### src/rtl/controle_varredura_mux_pkg.sv
// Shared definitions for the Ping-Pong selector-scan datapath.
// Holds the selector range, the frame width and the scan FSM encoding.
package ping_pong_pkg;

  localparam logic [3:0] SEL_PRIMEIRO = 4'd1;
  localparam logic [3:0] SEL_ULTIMO   = 4'd15;
  localparam int         QUADRO_W     = 15;

  typedef enum logic [1:0] {
    PARADO  = 2'd0,
    VARRE   = 2'd1,
    ENTREGA = 2'd2
  } estado_t;

endpackage

### src/rtl/controle_varredura_mux_divisor_passo.sv
// Dwell counter for the selector scan.
// Counts 0..DIVISOR-1 while enabled and wraps back to 0.
// Ports:
//   clock  - system clock
//   reset  - synchronous active-high reset
//   clear  - forces the count back to 0 (dominates enable)
//   enable - advance the count this clock
//   fim    - terminal count, high while the count equals DIVISOR-1
module divisor_passo #(
  parameter int DIVISOR = 4,
  parameter int CONT_W  = 8
) (
  input  logic clock,
  input  logic reset,
  input  logic clear,
  input  logic enable,
  output logic fim
);

  localparam logic [CONT_W-1:0] TERMINAL = CONT_W'(DIVISOR - 1);

  logic [CONT_W-1:0] r_contador;

  // The count wraps on its own at the terminal value so a running scan
  // needs no extra clear between selector positions.
  always_ff @(posedge clock) begin
    if (reset || clear) begin
      r_contador <= '0;
    end else if (enable) begin
      if (r_contador == TERMINAL) begin
        r_contador <= '0;
      end else begin
        r_contador <= r_contador + 1'b1;
      end
    end
  end

  assign fim = (r_contador == TERMINAL);

endmodule

### src/rtl/controle_varredura_mux.sv
// Scan controller for the 15-input selector mux of the Ping-Pong datapath.
// Steps seletor through 1..15, dwelling DIVISOR clocks on each position,
// samples saida_mux on the last dwell clock and delivers the 15 samples as
// a frame with a valid/accept handshake.
// Ports:
//   clock, reset   - clock and synchronous active-high reset
//   habilita       - run (1) / stop and abort (0) scanning
//   saida_mux      - mux output for the current seletor
//   seletor        - registered select code, always 1..15
//   passo          - one-cycle pulse after each sample
//   quadro         - last completed frame, bit i sampled at seletor i+1
//   quadro_valido  - quadro holds a frame not yet accepted
//   quadro_aceito  - consumer accept, effective only while quadro_valido
//   ocupado        - FSM is not idle
module controle_varredura_mux
  import ping_pong_pkg::*;
#(
  parameter int DIVISOR = 4,
  parameter int CONT_W  = 8
) (
  input  logic                clock,
  input  logic                reset,
  input  logic                habilita,
  input  logic                saida_mux,
  output logic [3:0]          seletor,
  output logic                passo,
  output logic [QUADRO_W-1:0] quadro,
  output logic                quadro_valido,
  input  logic                quadro_aceito,
  output logic                ocupado
);

  estado_t             r_estado;
  estado_t             w_proximo;
  logic [3:0]          r_seletor;
  logic [QUADRO_W-1:0] r_acumulador;
  logic [QUADRO_W-1:0] r_quadro;
  logic                r_valido;
  logic                r_passo;
  logic                w_varrendo;
  logic                w_fim;
  logic                w_amostra;
  logic                w_ultimo;
  logic [3:0]          w_indice;

  // Counting only happens during an enabled scan; dropping habilita
  // clears the dwell so a restart begins a full dwell period.
  assign w_varrendo = (r_estado == VARRE) && habilita;
  assign w_amostra  = w_varrendo && w_fim;
  assign w_ultimo   = (r_seletor == SEL_ULTIMO);
  assign w_indice   = r_seletor - SEL_PRIMEIRO;

  divisor_passo #(
    .DIVISOR (DIVISOR),
    .CONT_W  (CONT_W)
  ) u_divisor (
    .clock  (clock),
    .reset  (reset),
    .clear  (!w_varrendo),
    .enable (w_varrendo),
    .fim    (w_fim)
  );

  // Next-state logic: an abort wins over a sample on the same edge, and
  // ENTREGA waits for accept regardless of habilita.
  always_comb begin
    w_proximo = r_estado;
    case (r_estado)
      PARADO: begin
        if (habilita) w_proximo = VARRE;
      end
      VARRE: begin
        if (!habilita) begin
          w_proximo = PARADO;
        end else if (w_fim && w_ultimo) begin
          w_proximo = ENTREGA;
        end
      end
      ENTREGA: begin
        if (quadro_aceito) w_proximo = habilita ? VARRE : PARADO;
      end
      default: w_proximo = PARADO;
    endcase
  end

  always_ff @(posedge clock) begin
    if (reset) begin
      r_estado <= PARADO;
    end else begin
      r_estado <= w_proximo;
    end
  end

  // Selector, sample accumulator and frame handshake registers.
  always_ff @(posedge clock) begin
    if (reset) begin
      r_seletor    <= SEL_PRIMEIRO;
      r_acumulador <= '0;
      r_quadro     <= '0;
      r_valido     <= 1'b0;
      r_passo      <= 1'b0;
    end else begin
      r_passo <= w_amostra;
      if (!w_varrendo) begin
        r_seletor    <= SEL_PRIMEIRO;
        r_acumulador <= '0;
      end else if (w_amostra) begin
        if (w_ultimo) begin
          r_seletor    <= SEL_PRIMEIRO;
          r_acumulador <= '0;
          r_quadro     <= {saida_mux, r_acumulador[QUADRO_W-2:0]};
          r_valido     <= 1'b1;
        end else begin
          r_seletor              <= r_seletor + 1'b1;
          r_acumulador[w_indice] <= saida_mux;
        end
      end
      if ((r_estado == ENTREGA) && r_valido && quadro_aceito) begin
        r_valido <= 1'b0;
      end
    end
  end

  assign seletor       = r_seletor;
  assign passo         = r_passo;
  assign quadro        = r_quadro;
  assign quadro_valido = r_valido;
  assign ocupado       = (r_estado != PARADO);

endmodule

### config.mk
export PLATFORM = sky130hd
export DESIGN_NAME = controle_varredura_mux
export DESIGN_NICKNAME = d
export VERILOG_FILES = /design/src/rtl/controle_varredura_mux_pkg.sv /design/src/rtl/controle_varredura_mux_divisor_passo.sv /design/src/rtl/controle_varredura_mux.sv
export SDC_FILE = /design/constraint.sdc
export NUM_CORES = 1
export LEC_CHECK = 0
export BUFFER_PORTS_ARGS = -buffer_cell sky130_fd_sc_hd__buf_2
export CELL_PAD_IN_SITES_DETAIL_PLACEMENT = 0
export CELL_PAD_IN_SITES_GLOBAL_PLACEMENT = 1
export CORE_MARGIN = 1
export CORE_UTILIZATION = 42
export DETAILED_ROUTE_END_ITERATION = 16
export PLACE_DENSITY_LB_ADDON = 0.1
export SLEW_MARGIN = 10
export SYNTH_ARGS = -nofsm -noshare
export SYNTH_HDL_FRONTEND = slang
export SYNTH_SLANG_ARGS = --single-unit
### constraint.sdc
create_clock -name clock -period 2.22 [get_ports clock]
set_input_delay 0.222 -clock clock [delete_from_list [all_inputs] [get_ports clock]]
set_output_delay 0.222 -clock clock [all_outputs]
set_load 0.01 [all_outputs]
# Yosys cells after proc, flatten, opt, wreduce, memory -nomap -nowiden

Cells that the tools add are included.

Output and inout bits: 22
Register bits: 46

Add/sub/neg operators: 3
Order comparisons: 2
Reduce and logical (&&, ||, !) cells: 14
Multiplexer cells: 12
Bitwise logic cells: 1
Eq/ne operators: 7

Operators by type and width:

| cell                | count |
|---|---|
| $bwmux 15           | 1 |
| $mux 15             | 1 |
| $add 8x1->8 const B | 1 |
| $eq 8x2->1 const B  | 1 |
| $mux 2              | 4 |
| $mux 8              | 1 |
| $logic_and 1x1->1   | 6 |
| $pmux 2 s3          | 1 |
| $reduce_and 3->1    | 2 |
| $lt 4x5->1 const B  | 1 |
| $add 4x1->4 const B | 1 |
| $demux 1 s4         | 1 |
| $eq 4x4->1 const B  | 1 |
| $ge 4x1->1 const B  | 1 |
| $mux 4              | 1 |
| $ne 2x2->1 const B  | 2 |
| $reduce_or 2->1     | 2 |
| $sub 4x1->4 const B | 1 |
| $ne 3x2->1 const B  | 1 |
| $eq 2x1->1 const B  | 1 |
| $eq 2x2->1 const B  | 1 |
| $logic_not 2->1     | 1 |
| $mux 1              | 2 |
| $reduce_bool 2->1   | 1 |
| other kinds (3)     | 3 |

# Logic depth before layout (Yosys ltp)

Word-level depth: 7
Gate-level depth with buffers: 6
Depth with buffers taken out: 6

# By module

A second synthesis with hierarchy kept.

Cells, all modules: 227
Area total of the unflattened synthesis: 2049.5 µm²

By module, submodules not included:

| module                 | area each (µm²) | cells an instance | times used | seq. area each (µm²) |
|---|---|---|---|---|
| controle_varredura_mux | 1639.1          | 182               | 1          | 740.7 |
| divisor_passo          | 410.4           | 45                | 1          | 160.2 |

# Worst setup path before layout

Ideal clock, no wire load.

Kind: register to register
From: register u_divisor.r_contador[0]
To: register r_acumulador[10]
Stages on the path, launching flop included: 7
Path buffers: 1
Required time: 2103 ps
Path slack: 337 ps
Arrival: 1765 ps
Cells stage by stage: dfxtp_1 ha_1 or4b_4 nor3_2 buf_2 o211ai_1 a32o_1

Word-level cells in the longest chain between the ends: 2

RTL lines:

| element                        | line                                       | text |
|---|---|---|
| start: declaration             | controle_varredura_mux_divisor_passo.sv:22 | `logic [CONT_W-1:0] r_contador;` |
| start signal: assignment       | controle_varredura_mux_divisor_passo.sv:33 | `r_contador <= r_contador + 1'b1;` |
| $eq 8x2->1                     | controle_varredura_mux_divisor_passo.sv:38 | `assign fim = (r_contador == TERMINAL);` |
| $logic_and 1x1->1              | controle_varredura_mux.sv:49               | `assign w_amostra = w_varrendo && w_fim;` |
| end signal: indexed assignment | controle_varredura_mux.sv:115              | `r_acumulador[w_indice] <= saida_mux;` |
| end: declaration               | controle_varredura_mux.sv:36               | `logic [QUADRO_W-1:0] r_acumulador;` |

No other way between the ends.
A chain may end at the register's enable or synchronous reset.

# Worst setup path after layout

From: register u_divisor.r_contador[0]
To: register r_acumulador[8]

Same word-level chain as after synthesis.

==> run summary <==
Run status: complete, but fails checks
Violations in the final reports: DRC
Post-synthesis cell area: 0.00201 mm²
Path type of the worst setup path: reg -> reg
Count of buffers from port buffering: 26
Remaining antenna violation count after routing: 0
Final worst path period need: 1.95 ns
Worst clock skew on the final layout: 0.00611 ns
Critical path launch point type: register
Die width: 71.3 µm
Maximum capacitance violations: 0
Maximum cell stage delay along the critical path: 0.51 ns
Ant. Diodes: 0
Data required, critical path: 2.41 ns
Number of top-level pins: 27
Number of storage elements in the synthesis netlist: 45
EDFF count, synth: 0
Most frequent cell after synthesis: sky130_fd_sc_hd__dfxtp_1
Area of the multi-input gates: 0.00104 mm²
Number of standard cells after synthesis: 230
Relative slew margins: 67.8%
Area fraction of the dominant cell type after synthesis: 44.7%
Number of fillers in the final layout: 450
Yosys Warn Count: 0
Routed via count divided by cell count: 5.51
Setup repair after global routing missed its margin: false
Leakage power summed over all cells: 0.875 nW
Count of endpoints failing setup in the final report: 0
Post-Synthesis Net Count: 242
Vertical extent of the die: 71.3 µm
Share of the yosys chip area belonging to registers: 44.7%
Sequence of cells on the critical path: ha_1 -> or4b_4 -> nor3_2 -> buf_4 -> o211ai_1 -> a32o_1
Routed wire length: 4400 µm
Type of element capturing the critical path: register
Final Net Count: 278
Slowest cell on the critical path: sky130_fd_sc_hd__or4b_4
Post-CTS Hold Buffers: 0
Mapped Avg Cell Area: 8.76 µm²
Synthesis-to-finish area growth: 16.4%
Peak fanout along the critical path: 12
DRC violation count after routing: 3
Worst min path class: in -> reg
Number of levels in the clock H-tree: 2
Cell type group with the largest total delay on the critical path: simple AND/OR/NAND/NOR gates
Core ar.: 0.00447 mm²
Fmax: 0.512 GHz
DR vias: 1757
Share of final-layout standard cells stronger than drive strength 1: 19.1%
Pin count of the biggest net entering global routing: 22
Number of global-route vias before repair: 1702
Clock Tree Buf Depth: 2
Per-cell routed wire length: 13.8 µm
RePlAce Congestion: 0.809
First-pass GRT wire length: 7740 µm
Number of iterations in the first detailed-routing pass: 10
Portion of the clock cycle consumed by the worst path in the final layout: 87.9%
Initial Util: 45.0%
Arrival time of data at the critical path endpoint: 2.15 ns
Grt total ovfl: 0
Dpl hpwl: 3140 µm
Final sum of negative setup slack: 0 ns
Final number of hold-violating endpoints: 0
Number of pins with negative max-slew slack in the final report: 0
Ys async rst share: 0%
Number of buffer and inverter instances along the worst setup path: 1
Post-CTS Resized: 0
Clock sink count: 45
Transition time of the tightest slew-check pin: 0.482 ns
Area of the die: 0.00508 mm²
Core utilization of the finished layout: 52.4%
Cell type contributing the most total cell area after synthesis: sky130_fd_sc_hd__dfxtp_1
Distinct cell type count of the synthesized netlist: 40
Skew-Pair Late Insertion Delay: 0.30 ns
Number of standard-cell rows in the floorplan: 24
Worst-case register-to-register setup slack: 0.27 ns
Leading cell types by count after synthesis: sky130_fd_sc_hd__dfxtp_1, sky130_fd_sc_hd__nand2_1, sky130_fd_sc_hd__a21oi_1
Sequential standard cell area: 901 µm²
CTS clock-pin slew for the worst setup and hold paths: 0.09 ns
Drt first-iter violations: 103
Antenna violations before repair: 0
VDD IR max: 0.330 mV
Top area cells in the synthesized netlist: sky130_fd_sc_hd__dfxtp_1, sky130_fd_sc_hd__nand2_1, sky130_fd_sc_hd__a21oi_1, sky130_fd_sc_hd__ha_1, sky130_fd_sc_hd__nand3_1
Dominant synthesized flop cell: sky130_fd_sc_hd__dfxtp_1
Clock tree from TritonCTS: built
All-Layer GR Usage: 19.4%
Setup Fix Bufs, Post-CTS: 0
Buffer cell driving the clock tree root: sky130_fd_sc_hd__clkbuf_8
CTS Buf Count: 5
Power density over cell area: 573 mW/mm²
==> tightest hold or removal path, cell delays in order <==
cell,delay (ns)
sky130_fd_sc_hd__buf_2,0.11
sky130_fd_sc_hd__nand2_1,0.05
sky130_fd_sc_hd__a21oi_1,0.05
==> registers in the layout, indices dropped and copies added (netlist names) <==
register              count
quadro                   15
r_acumulador             14
u_divisor.r_contador      8
seletor                   4
r_estado                  2
passo                     1
quadro_valido             1
==> power by group <==
part           internal (mW)  total, mW  switching (mW)
Combinational        0.00993     0.0299          0.0199
Clock                  0.222      0.504           0.282
Sequential             0.808      0.809         0.00157
==> area by class of cell <==
cell class	instances	area share, %
timing repair buffer	38	9.39
clock inverter	2	0.640
tap	52	2.77
clock buffer	6	3.09
inverter	9	1.44
multi-input combinational	167	44.2
sequential	45	38.4
==> metrics by stage <==
stage	instances	area, µm²	total power [mW]	hold WS [ns]	setup slack (ns)
after floorplan	230	2010	0.845	0.362	0.337
after global placement	311	2260	0.859	0.430	0.319
after detailed placement	311	2260	0.859	0.442	0.279
after CTS	319	2340	1.36	0.168	0.264
after global routing	319	2340	1.41	0.184	0.0622
final	319	2340	1.34	0.175	0.269
==> final timing paths <==
path         depth (start not counted)                                 start                                   end
max                                  6  u_divisor.r_contador[0]$_SDFFE_PP0P_          r_acumulador[8]$_SDFFE_PP0P_
min                                  3                             saida_mux               quadro[14]$_SDFFE_PP0P_
max reg2reg                          6  u_divisor.r_contador[0]$_SDFFE_PP0P_          r_acumulador[8]$_SDFFE_PP0P_
min reg2reg                          1  u_divisor.r_contador[0]$_SDFFE_PP0P_  u_divisor.r_contador[0]$_SDFFE_PP0P_
==> logic make-up (layout without fill, tap and decap cells) <==
kind of cell             after synthesis  in the layout  share of synthesized area, %
AND/OR/NAND/NOR                       94             94                          25.3
AO/OA/AOI/OAI                         60             60                          19.3
flip-flops                            45             45                          44.7
buffers and inverters                 18             55                          3.79
adder cells (fa/ha/maj)                7              7                          4.35
XOR/XNOR                               6              6                          2.61
==> per-layer routing <==
layer / vias to the layer above / global-route usage (%) / wire, µm / part of all wire (%)
met5: - / 0 / 0 / 0
met4: 0 / 7.78 / 57 / 1.3
met3: 7 / 3.80 / 97 / 2.2
met2: 22 / 33.1 / 2060 / 47
met1: 822 / 24.1 / 2190 / 50
li1: 906 / - / - / -
==> layout by cell type (no fill, tap or decap), types with 2 or more instances in the layout <==
master / count
sky130_fd_sc_hd__o311ai_1: 6
sky130_fd_sc_hd__o21ai_1: 10
sky130_fd_sc_hd__o311ai_0: 2
sky130_fd_sc_hd__a41oi_1: 2
sky130_fd_sc_hd__o211ai_1: 4
sky130_fd_sc_hd__clkinvlp_4: 2
sky130_fd_sc_hd__a211oi_1: 2
sky130_fd_sc_hd__and3_1: 7
sky130_fd_sc_hd__clkbuf_8: 5
sky130_fd_sc_hd__o21ai_0: 3
sky130_fd_sc_hd__buf_2: 26
sky130_fd_sc_hd__inv_1: 9
sky130_fd_sc_hd__and2_1: 3
sky130_fd_sc_hd__a31oi_1: 2
sky130_fd_sc_hd__nand3b_1: 2
sky130_fd_sc_hd__dfxtp_1: 45
sky130_fd_sc_hd__or3_1: 4
sky130_fd_sc_hd__nand4_1: 5
sky130_fd_sc_hd__o22ai_1: 2
sky130_fd_sc_hd__nand3_1: 11
sky130_fd_sc_hd__nor3_1: 3
sky130_fd_sc_hd__xor2_1: 3
sky130_fd_sc_hd__nor2_1: 10
sky130_fd_sc_hd__xnor2_1: 3
sky130_fd_sc_hd__nor3b_1: 3
sky130_fd_sc_hd__nand2_1: 36
sky130_fd_sc_hd__a21oi_1: 20
sky130_fd_sc_hd__ha_1: 7
sky130_fd_sc_hd__and3b_1: 2
sky130_fd_sc_hd__a32o_1: 4
sky130_fd_sc_hd__buf_4: 12
sky130_fd_sc_hd__or2_2: 2
No activity file was read; power rests on OpenSTA's default activity.
